===== src/rtl/pixel_plane_sched.sv =====
// Sequencer for the 19-plane bit-plane serializer.
// Round-robin arbitrates cache-line requesters, fires one conv_en per
// granted line, holds gnt/sel steady for the whole burst and spaces the
// start pulses so the serializer's priority chain is never re-triggered.
module pixel_plane_sched #(
  parameter int NUM_REQ = 4,
  parameter int SEL_W   = 2,
  parameter int PLANES  = 19,
  parameter int GAP_CYC = 0,
  parameter int CNT_W   = 16
) (
  input  logic               clk,
  input  logic               rst,
  input  logic [NUM_REQ-1:0] req,
  input  logic [NUM_REQ-1:0] req_mask,
  input  logic               cnt_clr,
  output logic [NUM_REQ-1:0] ack,
  output logic [NUM_REQ-1:0] gnt,
  output logic [SEL_W-1:0]   sel,
  output logic               conv_en,
  output logic [4:0]         plane_idx,
  output logic [NUM_REQ-1:0] done,
  output logic               busy,
  output logic [CNT_W-1:0]   bursts_done
);

  typedef enum logic [2:0] {
    S_IDLE,
    S_FIRE,
    S_BURST,
    S_DRAIN,
    S_GAP
  } state_t;

  state_t             state;
  logic [SEL_W-1:0]   ptr;
  logic [3:0]         gap_cnt;

  logic [NUM_REQ-1:0] elig;
  logic [NUM_REQ-1:0] upper;
  logic [NUM_REQ-1:0] cand;
  logic [NUM_REQ-1:0] pick_oh;
  logic [SEL_W-1:0]   pick;
  logic [SEL_W-1:0]   ptr_next;
  logic               found;
  logic               burst_last;

  // Round-robin pick: lowest eligible index at or above ptr, otherwise
  // wrap around to the lowest eligible index overall.
  always_comb begin
    // NOTE: every signal gets a default before any conditional assignment so
    // no path leaves it unassigned, which would infer a latch.
    elig    = req & req_mask;
    upper   = elig & ({NUM_REQ{1'b1}} << ptr);
    cand    = (upper != '0) ? upper : elig;
    pick    = '0;
    found   = 1'b0;
    for (int i = 0; i < NUM_REQ; i++) begin
      if (cand[i] && !found) begin
        pick  = SEL_W'(i);
        found = 1'b1;
      end
    end
    pick_oh    = NUM_REQ'(1) << pick;
    ptr_next   = (pick == SEL_W'(NUM_REQ - 1)) ? '0 : pick + 1'b1;
    burst_last = (state == S_BURST) && (plane_idx == 5'(PLANES - 1));
  end

  // Burst sequencer with registered outputs and the completed-burst counter.
  always_ff @(posedge clk) begin
    // NOTE: sequential state uses non-blocking assignments so every register
    // samples pre-edge values regardless of statement order.
    if (rst) begin
      state       <= S_IDLE;
      ptr         <= '0;
      gap_cnt     <= '0;
      ack         <= '0;
      gnt         <= '0;
      sel         <= '0;
      conv_en     <= 1'b0;
      plane_idx   <= '0;
      done        <= '0;
      busy        <= 1'b0;
      bursts_done <= '0;
    end else begin
      conv_en <= 1'b0;
      ack     <= '0;
      done    <= '0;

      case (state)
        S_IDLE: begin
          if (elig != '0) begin
            state     <= S_FIRE;
            ptr       <= ptr_next;
            conv_en   <= 1'b1;
            ack       <= pick_oh;
            gnt       <= pick_oh;
            sel       <= pick;
            plane_idx <= '0;
            busy      <= 1'b1;
          end
        end

        S_FIRE: begin
          state     <= S_BURST;
          plane_idx <= 5'd1;
        end

        S_BURST: begin
          if (burst_last) begin
            state     <= S_DRAIN;
            plane_idx <= '0;
            done      <= gnt;
          end else begin
            plane_idx <= plane_idx + 5'd1;
          end
        end

        S_DRAIN: begin
          gnt <= '0;
          sel <= '0;
          if (GAP_CYC == 0) begin
            state <= S_IDLE;
            busy  <= 1'b0;
          end else begin
            state   <= S_GAP;
            gap_cnt <= '0;
          end
        end

        S_GAP: begin
          if (gap_cnt == 4'(GAP_CYC - 1)) begin
            state <= S_IDLE;
            busy  <= 1'b0;
          end else begin
            gap_cnt <= gap_cnt + 4'd1;
          end
        end

        default: begin
          state <= S_IDLE;
          busy  <= 1'b0;
        end
      endcase

      // Clear beats a coincident increment on the edge into DRAIN.
      if (cnt_clr) begin
        bursts_done <= '0;
      end else if (burst_last) begin
        bursts_done <= bursts_done + 1'b1;
      end
    end
  end

endmodule


===== config.mk =====
export PLATFORM = sky130hd
export DESIGN_NAME = pixel_plane_sched
export DESIGN_NICKNAME = d
export VERILOG_FILES = /design/src/rtl/pixel_plane_sched.sv
export SDC_FILE = /design/constraint.sdc
export NUM_CORES = 1
export LEC_CHECK = 0
export CAP_MARGIN = 10
export CORE_UTILIZATION = 53
export DETAILED_ROUTE_END_ITERATION = 7
export PLACE_DENSITY_LB_ADDON = 0.15
export RECOVER_POWER = 50
export SLEW_MARGIN = 10
export SYNTH_ARGS = -nofsm -noshare
export SYNTH_HDL_FRONTEND = slang
export SYNTH_SLANG_ARGS = --single-unit

===== constraint.sdc =====
create_clock -name clk -period 5.28 [get_ports clk]
set_clock_uncertainty 0.15 [all_clocks]
set_input_delay 1.32 -clock clk [delete_from_list [all_inputs] [get_ports clk]]
set_output_delay 1.32 -clock clk [all_outputs]
set_load 0.01 [all_outputs]

==> results.yml <==
die:
  dieArea_sq_um: 3940
  core.rowCount: 21
  core_sq_um: 3440
  die_h_microns: 62.8
  initial_core_util: 0.569
  io_pins: 48
  die_w_microns: 62.8
power_and_ir_drop:
  p_per_area_nw_per_um2: 318
  p_leak_nw: 0.997
  peakVddDrop_uv: 208
route:
  ant_nets: 0
  drtIter0Drc: 168
  vias: 1909
  wl_mm: 4.45
  drc: 0
  first_pass_iters: 4
  wire_per_inst_microns: 13.8
  vias_per_cell: 5.93
clocking:
  cts_made_buffers: 5
  post-cts-setup-buffers: 0
  postCtsHoldBufs: 0
  clk_latency_ns: 0.29
  cts_buffer_depth: 2
  clockRootBuffer: "clkbuf_8"
  cts_tree: "built"
  clkSinkCount: 41
  cts_resized: 0
  cts.clk_slew.worst_paths_ns: 0.07
  htreeDepth: 2
synthesis:
  synth-seq-cells: 41
  ys.flop_type: "dfxtp_1"
  synth_cells: 232
  synth_fp_nets: 252
  yosys.area.top_type_share: 0.419
  avgSynthCellArea_sq_um: 8.45
  synth_xor_area_frac: 0.0179
  synth_fa_ha_area_frac: 0.0575
  yosys.cell_types.count: 41
  synth-simple-area-share: 0.262
  synth_most_common_cell: "dfxtp_1"
  synth_compound_area_frac: 0.195
  synth_edf_count: 0
  yosys_warnings: 0
  async_reset_ff_frac: 0
  synth_top_family_by_area: "simple AND/OR/NAND/NOR gates"
  synth.mux.area_fraction: 0.00511
  yosys.area.top_type: "dfxtp_1"
  yosys-top-cells-count: "41 x dfxtp_1, 26 x a21oi_1, 18 x nor2_1"
  synthTopCellsByArea: "dfxtp_1 42%, a21oi_1 6.6%, ha_1 5.7%, o21ai_0 3.6%, nor2_1 3.4%"
  yosysSeqAreaShare: 0.419
  syn_area_sq_um: 1960
critical_path:
  worstPathCellList: "clkdlybuf4s50_1, a222oi_1, nand2_2, or4bb_1, o32ai_1"
  critPathArrivalTime_ns: 3.32
  cp_top_family: "compound AO/OA/AOI/OAI gates"
  crit_slowest_cell: "a222oi_1"
  crit_path_end_kind: "flop"
  crit_cells: 5
  startpoint_type: "input pin"
  crit_type: "input pin to flop"
  crit_fanout: 9
  worst_ep_required_time_ns: 5.28
  cp_num_buf_inv: 1
  reg2reg_depth: 6
  slowest_delay_ns: 0.88
sta:
  hold_violations: 0
  min_period_over_period: 0.630
  setup_violations: 0
  fmax_mhz: 301
  worst_pin_slew_ns: 0.957
  whs_ns: 0.316
  grt_setup_unrepaired: "no"
  maxSlewViolCount: 0
  slew_headroom: 0.362
  fin_tns_setup_ns: 0
  min_period_ns: 3.33
finish:
  n_fill_cell: 269
  fin_nets: 297
  antenna_cells: 0
  drive_above_1_share: 0.0435
  syn_to_final_growth_pct: 29.0
min_path:
  min_path_cells: 2
  hold_class: "flop to flop"
grt:
  gr-total-overflow: 0
  grt_max_degree: 26
  grt_first_pass_wirelength_mm: 7.67
  grt.total_usage: 0.244
  grt_pass1_vias: 1701
  antenna_found_initial: 0
placement:
  dp_hpwl_mm: 3.20
  globalplace.congestion: 0.795
  io_buffer_count: 47
run_status:
  status: "finished clean"
job:
  drv_cap: 0
[path summary, 6_finish.rpt]
check / from / endpoint / slack, ns
min reg2reg: gnt[3] / done[3] / 0.32
max reg2reg: state[0] / gnt[1] / 3.01
min: gnt[3] / done[3] / 0.32
max: req[0] / gnt[3] / 1.95
[cell usage in the layout (no fill, tap or decap), drive strengths merged, types with 2 or more instances in the layout]
cell           instances
a32oi                  2
nand2                 14
nor3b                  3
xor2                   4
nand4                  6
dlygate4sd3           37
o32ai                  4
clkdlybuf4s50         10
a21oi                 26
a22o                   2
or3                   10
a311oi                 2
ha                     9
nor2                  18
nand4b                 3
nand3                 12
clkbuf                 5
and4                   2
nor3                   7
and2                   8
inv                   14
o31ai                  3
o21ai                 14
dfxtp                 41
nand2b                 2
a31oi                  2
[state kept, by name (all words and copies together) (netlist names)]
signal,cells
gnt,4
done,4
bursts_done,16
plane_idx,5
sel,2
conv_en,1
ack,4
ptr,2
busy,1
state,2
[worst min-delay path, stage by stage (launching register included)]
cell and delay (ns):
dfxtp_1 0.31, inv_1 0.06, nor3_1 0.05
[report_power, final]
| group | total, mW | internal (mW) | switching [mW] |
|---|---|---|---|
| Sequential | 0.369 | 0.340 | 0.0293 |
| Combinational | 0.246 | 0.105 | 0.141 |
| Clock | 0.187 | 0.0869 | 0.0999 |
| Total | 0.803 | 0.532 | 0.270 |
[layer usage]
layer	global-route usage	wire (microns)	vias up
met3	0.0511	223	7
met4	0.113	82	0
met5	0	0	-
met1	0.314	2060	898
met2	0.389	2080	66
li1	-	-	938
[metrics by stage]
step,instance area (sq um),std cells,utilization,power [mW],setup slack [ns]
after global placement,2450,316,0.713,0.620,1.73
after global routing,2530,322,0.734,0.851,1.75
final,2530,322,0.734,0.803,1.95
after CTS,2530,322,0.734,0.813,1.98
after detailed placement,2450,316,0.713,0.628,1.66
after floorplan,1960,232,-,0.538,2.40
[final cells by class]
class	instances	area [sq um]	share of cell area
Clock buffer	5	68.8	0.0272
Clock inverter	1	5.00	0.00198
Inverter	14	52.6	0.0208
Multi-Input combinational cell	168	1050	0.416
Sequential cell	41	821	0.325
Tap cell	46	57.6	0.0228
Timing Repair Buffer	47	470	0.186
[cells by family (layout without fill, tap and decap cells)]
kind of cell,Yosys count,after routing
simple gates,92,92
compound gates,62,62
flops,41,41
buf+inv,23,67
fa+ha+maj,9,9
xor+xnor,4,4
mux,1,1
No activity file was read; power rests on OpenSTA's default activity.
